===== config.mk =====
export PLATFORM = sky130hd
export DESIGN_NAME = render_pixel_scheduler
export DESIGN_NICKNAME = d
export VERILOG_FILES = /design/src/rtl/render_pixel_scheduler.sv
export SDC_FILE = /design/constraint.sdc
export NUM_CORES = 1
export LEC_CHECK = 0
export BUFFER_PORTS_ARGS = -buffer_cell sky130_fd_sc_hd__buf_2
export CORE_ASPECT_RATIO = 1.75
export CORE_MARGIN = 2
export CORE_UTILIZATION = 46
export DETAILED_ROUTE_END_ITERATION = 7
export GPL_TIMING_DRIVEN = 0
export PLACE_DENSITY_LB_ADDON = 0.2
export SKIP_LAST_GASP = 1
export SLEW_MARGIN = 25
export SYNTH_ARGS = -nofsm -noshare
export SYNTH_HDL_FRONTEND = slang
export SYNTH_SLANG_ARGS = --single-unit

===== constraint.sdc =====
create_clock -name aclk -period 2.65 [get_ports aclk]
set_input_delay 0.53 -clock aclk [delete_from_list [all_inputs] [get_ports aclk]]
set_output_delay 0.53 -clock aclk [all_outputs]
set_load 0.03 [all_outputs]

===== src/rtl/render_pixel_scheduler.sv =====
// render_pixel_scheduler: raster-order pixel coordinate source with credit tracking.
// Optional in-order return checking is enabled by defining RENDER_SCHED_ORDER_CHECK_EN.
module render_pixel_scheduler #(
  parameter int H_ACTIVE        = 320,
  parameter int V_ACTIVE        = 180,
  parameter int MAX_OUTSTANDING = 340,
  localparam int OW = $clog2(MAX_OUTSTANDING + 1)
) (
  input  logic          aclk,
  input  logic          areset,
  input  logic          start,
  input  logic [1:0]    cfg_select_objs,
  output logic [10:0]   hcount_axis_tdata,
  output logic          hcount_axis_tvalid,
  input  logic          hcount_axis_tready,
  output logic [9:0]    vcount_axis_tdata,
  output logic          vcount_axis_tvalid,
  input  logic          vcount_axis_tready,
  output logic [1:0]    select_objs,
  input  logic          pixel_axis_tvalid,
  output logic          pixel_axis_tready,
  input  logic [10:0]   hcount_ret,
  input  logic [9:0]    vcount_ret,
  output logic          busy,
  output logic          frame_done,
  output logic [OW-1:0] outstanding,
  output logic          order_error
);

  typedef enum logic [1:0] {
    S_IDLE,
    S_ISSUE,
    S_DRAIN,
    S_DONE
  } state_t;

  localparam logic [10:0]   H_LAST  = 11'(H_ACTIVE - 1);
  localparam logic [9:0]    V_LAST  = 10'(V_ACTIVE - 1);
  localparam logic [OW-1:0] CREDITS = OW'(MAX_OUTSTANDING);

  state_t        state_q, state_d;
  logic [10:0]   hc_q, hc_d;
  logic [9:0]    vc_q, vc_d;
  logic          tvalid_q, tvalid_d;
  logic [1:0]    sel_q, sel_d;
  logic [OW-1:0] out_q, out_d;
  logic          rdy_q;

  logic issue_fire;
  logic ret_fire;
  logic stray;
  logic last_beat;
  logic credit_ok;

  // Handshake qualifiers and in-flight credit arithmetic
  always_comb begin
    issue_fire = tvalid_q & hcount_axis_tready & vcount_axis_tready;
    ret_fire   = pixel_axis_tvalid & rdy_q;
    stray      = ret_fire & (out_q == '0);
    last_beat  = (hc_q == H_LAST) & (vc_q == V_LAST);
    out_d      = out_q;
    if (issue_fire & ~(ret_fire & ~stray))
      out_d = out_q + OW'(1);
    else if (~issue_fire & ret_fire & ~stray)
      out_d = out_q - OW'(1);
    // A new beat is raised only if it cannot push the count past the limit
    credit_ok = out_d < CREDITS;
  end

  // Frame sequencing and raster coordinate generation
  always_comb begin
    state_d  = state_q;
    hc_d     = hc_q;
    vc_d     = vc_q;
    tvalid_d = tvalid_q;
    sel_d    = sel_q;
    unique case (state_q)
      S_IDLE: begin
        if (start) begin
          sel_d    = cfg_select_objs;
          hc_d     = '0;
          vc_d     = '0;
          tvalid_d = credit_ok;
          state_d  = S_ISSUE;
        end
      end
      S_ISSUE: begin
        if (issue_fire) begin
          if (last_beat) begin
            tvalid_d = 1'b0;
            state_d  = S_DRAIN;
          end else begin
            if (hc_q == H_LAST) begin
              hc_d = '0;
              vc_d = vc_q + 10'd1;
            end else begin
              hc_d = hc_q + 11'd1;
            end
            tvalid_d = credit_ok;
          end
        end else if (!tvalid_q) begin
          tvalid_d = credit_ok;
        end
      end
      S_DRAIN: begin
        if (out_q == '0)
          state_d = S_DONE;
      end
      S_DONE: state_d = S_IDLE;
      default: state_d = S_IDLE;
    endcase
  end

  // State, beat and credit registers
  always_ff @(posedge aclk) begin
    if (areset) begin
      state_q  <= S_IDLE;
      hc_q     <= '0;
      vc_q     <= '0;
      tvalid_q <= 1'b0;
      sel_q    <= '0;
      out_q    <= '0;
      rdy_q    <= 1'b0;
    end else begin
      state_q  <= state_d;
      hc_q     <= hc_d;
      vc_q     <= vc_d;
      tvalid_q <= tvalid_d;
      sel_q    <= sel_d;
      out_q    <= out_d;
      rdy_q    <= 1'b1;
    end
  end

`ifdef RENDER_SCHED_ORDER_CHECK_EN
  logic [10:0] ex_h_q, ex_h_d;
  logic [9:0]  ex_v_q, ex_v_d;
  logic        err_q, err_d;

  // Expected return coordinate and sticky mismatch flag
  always_comb begin
    ex_h_d = ex_h_q;
    ex_v_d = ex_v_q;
    err_d  = err_q;
    if (state_q == S_IDLE && start) begin
      ex_h_d = '0;
      ex_v_d = '0;
    end else if (ret_fire && !stray) begin
      if (ex_h_q == H_LAST) begin
        ex_h_d = '0;
        ex_v_d = (ex_v_q == V_LAST) ? '0 : ex_v_q + 10'd1;
      end else begin
        ex_h_d = ex_h_q + 11'd1;
      end
    end
    if (ret_fire &&
        (stray || hcount_ret != ex_h_q || vcount_ret != ex_v_q))
      err_d = 1'b1;
  end

  // Order-check registers, cleared only by reset
  always_ff @(posedge aclk) begin
    if (areset) begin
      ex_h_q <= '0;
      ex_v_q <= '0;
      err_q  <= 1'b0;
    end else begin
      ex_h_q <= ex_h_d;
      ex_v_q <= ex_v_d;
      err_q  <= err_d;
    end
  end

  assign order_error = err_q;
`else
  logic unused_ret;
  assign unused_ret  = ^{hcount_ret, vcount_ret};
  assign order_error = 1'b0;
`endif

  assign hcount_axis_tdata  = hc_q;
  assign vcount_axis_tdata  = vc_q;
  assign hcount_axis_tvalid = tvalid_q;
  assign vcount_axis_tvalid = tvalid_q;
  assign select_objs        = sel_q;
  assign pixel_axis_tready  = rdy_q;
  assign busy               = (state_q != S_IDLE);
  assign frame_done         = (state_q == S_DONE);
  assign outstanding        = out_q;

endmodule


-- Yosys cells after proc, flatten, opt, wreduce, memory -nomap -nowiden
Index checks and enable logic that the tools add are counted.
- output and inout bits: 38
- register bits: 36
- input bits: 29
- equal/unequal tests: 11
- bitwise gates (word level): 12
- order comparisons: 1
- reduce and logical (&&, ||, !) cells: 9
- $add $sub $neg: 4
- muxes and demuxes: 23
- operators with widths (operator ; count):
    two-way mux 11 bit ; 4
    two-way mux 10 bit ; 4
    case mux 11 bit (2 select lines) ; 1
    case mux 10 bit (2 select lines) ; 1
    two-way mux 9 bit ; 2
    != test 2 bit, second input constant ; 6
    adder 11 x 1 -> 11 bit, second input constant ; 1
    equality test 11 x 9 -> 1 bit, second input constant ; 1
    adder 10 x 1 -> 10 bit, second input constant ; 1
    equality test 10 x 8 -> 1 bit, second input constant ; 1
    adder 9 x 1 -> 9 bit, second input constant ; 1
    bitwise AND 1 bit ; 9
    zero test 9 bit ; 1
    less-than comparator 9 bit, second input constant ; 1
    subtractor 9 x 1 -> 9 bit, second input constant ; 1
    two-way mux 2 bit ; 4
    case mux 2 bit (4 select lines) ; 1
    AND reduction 4 bit ; 2
    two-way mux 1 bit ; 5
    AND reduction 5 bit ; 1
    equality test 2 bit, second input constant ; 2
    AND reduction 2 bit ; 2
    nonzero test 2 bit ; 2
    inverter 1 bit ; 3
    other kinds (3) ; 3

-- Depth between registers and ports, before layout
- depth after elaboration: 11
- gate-level depth with buffers: 9
- depth with buffers taken out: 9

-- Worst setup path before layout
OpenSTA, ideal clock, no wires.
- path type: register to register
- from: register out_q[1] (netlist: outstanding[1])
- to: register tvalid_q (netlist: hcount_axis_tvalid)
- arrival time: 2207 ps
- data required time: 2563 ps
- cell stages (with the launch flop): 10
- path slack: 356 ps
- period minus slack after synthesis: 2294 ps
- cell sequence: dfxtp_1 inv_1 ha_1 or4b_4 o21ai_4 and2_1 nand3_1 a21oi_1 xor2_1 o31ai_1
- longest elaborated chain between the ends: 11
- elaborated cells on any way between the ends: 17
- those cells by class: add/sub (2); order compare (1); mux (7); bitwise (6); reduce/logical (1)
- ends and longest elaborated chain (item ; RTL line ; text):
    from (decl) ; 46 ; logic [OW-1:0] out_q, out_d;
    from (signal assigned) ; 130 ; out_q <= out_d;
    branches (longest 6 deep; another with subtractor 9 x 1 -> 9 bit) ; n/a ;
    two-way mux 9 bit (*) ; 62 ; if (issue_fire & ~(ret_fire & ~stray))
    less-than comparator 9 bit (*) ; 67 ; credit_ok = out_d < CREDITS;
    two-way mux 1 bit (on tied branches) ; 101, 89 ;
    two-way mux 1 bit ; 88 ; if (issue_fire) begin
    case mux 1 bit (2 select lines) (*) ; 77 ; unique case (state_q)
    to (signal assigned) ; 128 ; tvalid_q <= tvalid_d;
    to (decl) ; 44 ; logic tvalid_q, tvalid_d;
Mark *: on every way between the ends. The select of a mux whose other input is x is not followed.
A chain may end at the register's enable or synchronous reset.

-- Final worst setup path
- from: register out_q[0] (netlist: outstanding[0])
- to: register tvalid_q (netlist: hcount_axis_tvalid)
Same word-level chain as after synthesis.

==> flow_summary.json <==
{
  "n_fill_cell": 426,
  "power_leakage_nw": 1.06,
  "critPathLaunch": "outstanding[0]",
  "timing.fmax_mhz": 405,
  "worst_slew_pin_slew_ps": 641,
  "synthTopCellsByArea": "dfxtp_1 (37%), xor2_1 (7.5%), ha_1 (6.3%)",
  "hold_viol": 0,
  "placed_cells": 320,
  "tritoncts": "yes",
  "drive_gt1_share_pct": 23.7,
  "grt_max_degree": 12,
  "synth_ff_type": "dfxtp_1",
  "yosys.cell_types.count": 45,
  "first_iter_violations": 20,
  "comb_power_share_pct": 52.0,
  "status": "completed",
  "synth_top_cell_by_area": "dfxtp_1",
  "switching_power_mw": 1.09,
  "fp.dieH_um": 90.6,
  "maxSlewViolCount": 0,
  "pwr-share-clk_pct": 16.9,
  "slew_headroom_pct": 57.1,
  "fp.dieArea_um2": 4850,
  "fin_util_pct": 57.1,
  "cts_max_level": 2,
  "place_ws_ps": 198,
  "cp-end-kind": "register",
  "postCtsSetupBuffers": 0,
  "finalSetupViolCount": 0,
  "place_hpwl_mm": 3.47,
  "track_usage_pct": 20.5,
  "hold_class": "input port to register",
  "cp-start-kind": "register",
  "clk_latency_ps": 290,
  "critPathCapture": "hcount_axis_tvalid",
  "pwr-share-seq_pct": 31.2,
  "whs_path_depth": 2,
  "gp_congestion": 0.831,
  "cp_max_fo": 7,
  "ys_seq_area_share_pct": 36.5,
  "die_w_um": 53.5,
  "fin_cells": 328,
  "clkTransAtPathRegs_ps": 70,
  "max-cap-violations": 0,
  "antenna_found_initial": 0,
  "area_growth_pct": 19.0,
  "cp.arrival_ps": 2650,
  "cts_hold_buf": 0,
  "root_buffer": "clkbuf_8",
  "antenna_left": 0,
  "diodes": 0,
  "rsz0062_at_grt": "no",
  "grt_pass1_wl_mm": 7.54,
  "first_pass_iters": 4,
  "grt_pass1_vias": 1732,
  "synth_common_cells": "dfxtp_1 (36), nor2_1 (25), nand2_1 (17), xor2_1 (17), nand3_1 (14)",
  "num_io_pins": 67,
  "powerDensity_nw_per_um2": 1020,
  "skew_ps": 3.88,
  "peakVddDrop_uv": 629,
  "place.port_buffers": 44,
  "synth.top_cell.area_share_pct": 36.5,
  "ys_warn_count": 0,
  "crit_type": "register to register",
  "worstHoldStart": "areset",
  "nNetsFinal": 317,
  "wl_per_cell_um": 13.6,
  "cts_resized": 0,
  "avgSynthCellArea_um2": 8.69,
  "swShare_pct": 45.2,
  "route.detailed.drc": 0,
  "yosysMostFrequentCell": "dfxtp_1",
  "ys_ff_latch": 36,
  "cts_buffer_depth": 2,
  "synthesis.nets": 266,
  "timing.final.crit_share_pct": 93.3,
  "grt.overflow.total": 0,
  "core-area_um2": 4110,
  "core.rowCount": 31,
  "finalWirelength_mm": 4.45,
  "setup_ws_ps": 179,
  "worstReg2RegStart": "outstanding[0]",
  "cts_num_sinks": 36,
  "min_period_ps": 2470,
  "synthCells": 227,
  "required_ps": 2830,
  "tns_ps": 0,
  "reg2reg_slack_ps": 180,
  "rr_endpoint": "hcount_axis_tvalid",
  "r2r_cells": 9,
  "whs_ps": 449,
  "cts_buffers": 5,
  "cellInternalPower_mw": 1.32,
  "start_util_pct": 48.0,
  "viasPerCell": 5.50,
  "vias": 1803,
  "syn_area_um2": 1970,
  "synth-async-reset-ratio_pct": 0,
  "synth_edf_count": 0
}
## through the flow
stage / power (mW) / cell area [um2]
2_1_floorplan: 1.73 / 1970
3_3_place_gp: 2.00 / 2250
3_5_place_dp: 2.01 / 2250
4_1_cts: 2.43 / 2350
5_1_grt: 2.58 / 2350
6_report: 2.40 / 2350
## power groups by stage
stage / combinational, mW / clock [mW] / sequential (mW)
finish: 1.25 / 0.405 / 0.748
global route: 1.37 / 0.443 / 0.766
CTS: 1.26 / 0.421 / 0.750
detailed placement: 1.25 / 0 / 0.762
global placement: 1.24 / 0 / 0.758
floorplan: 0.832 / 0 / 0.895
## registers in the layout, indices dropped and copies added, names as in the netlist
| name | count |
|---|---|
| hcount_axis_tdata | 11 |
| hcount_axis_tvalid | 1 |
| outstanding | 9 |
| pixel_axis_tready | 1 |
| select_objs | 2 |
| state_q | 2 |
| vcount_axis_tdata | 10 |
## cells by family (layout without fill, tap and decap cells)
| logic type | after synthesis | count (layout) | synth area share (%) |
|---|---|---|---|
| AO/OA/AOI/OAI | 34 | 34 | 13.5 |
| AND/OR/NAND/NOR | 97 | 97 | 25.3 |
| adder cells (fa/ha/maj) | 10 | 10 | 6.34 |
| XOR/XNOR | 26 | 26 | 11.5 |
| flip-flops | 36 | 36 | 36.5 |
| buffers and inverters | 19 | 71 | 4.57 |
| other | 1 | 1 | 0.190 |
| multiplexers | 4 | 4 | 2.03 |
## critical path: stages (launching register included)
cell and delay (ps):
dfxtp_1 400, inv_1 140, ha_1 150, or4b_4 500
o21ai_4 280, mux2i_1 310, xor2_1 220, o21bai_1 90
a21oi_1 180, o31ai_1 90
## cells in the final DEF, fill, tap and decap left out, types with 2 or more instances in the layout
cell / count
buf_2: 44
dfxtp_1: 36
nor2_1: 25
nand2_1: 17
xor2_1: 17
nand3_1: 14
inv_1: 11
a21oi_1: 11
ha_1: 10
xnor2_1: 9
nor3_1: 8
nand4_1: 8
and3_1: 6
clkbuf_8: 6
clkbuf_1: 5
and2_1: 5
mux2i_1: 4
or3_1: 4
nor4_1: 3
o21ai_0: 3
buf_4: 3
a211oi_1: 3
o211a_1: 2
## cell type report
class                           count  area (um2)  share of cell area, %
Multi-Input combinational cell    172        1160                   49.5
Sequential cell                    36         721                   30.7
Timing Repair Buffer               44         220                   9.38
Clock buffer                        7        86.3                   3.68
Tap cell                           49        61.3                   2.61
Buffer                              8        48.8                   2.08
Inverter                           11        41.3                   1.76
Clock inverter                      1        7.51                  0.320
## how the worst min path moves through the flow
stage,end
global route,outstanding[1]
floorplan,state_q[1]
detailed placement,select_objs[0]
finish,outstanding[1]
global placement,select_objs[0]
CTS,outstanding[1]
## routing by layer
| layer | GRT usage (%) | share of wire [%] |
|---|---|---|
| met5 | 0 | 0 |
| met4 | 10.3 | 2.8 |
| met3 | 3.64 | 3.8 |
| met2 | 37.3 | 56 |
| met1 | 20.8 | 38 |
(Power assumes the default switching activity.)
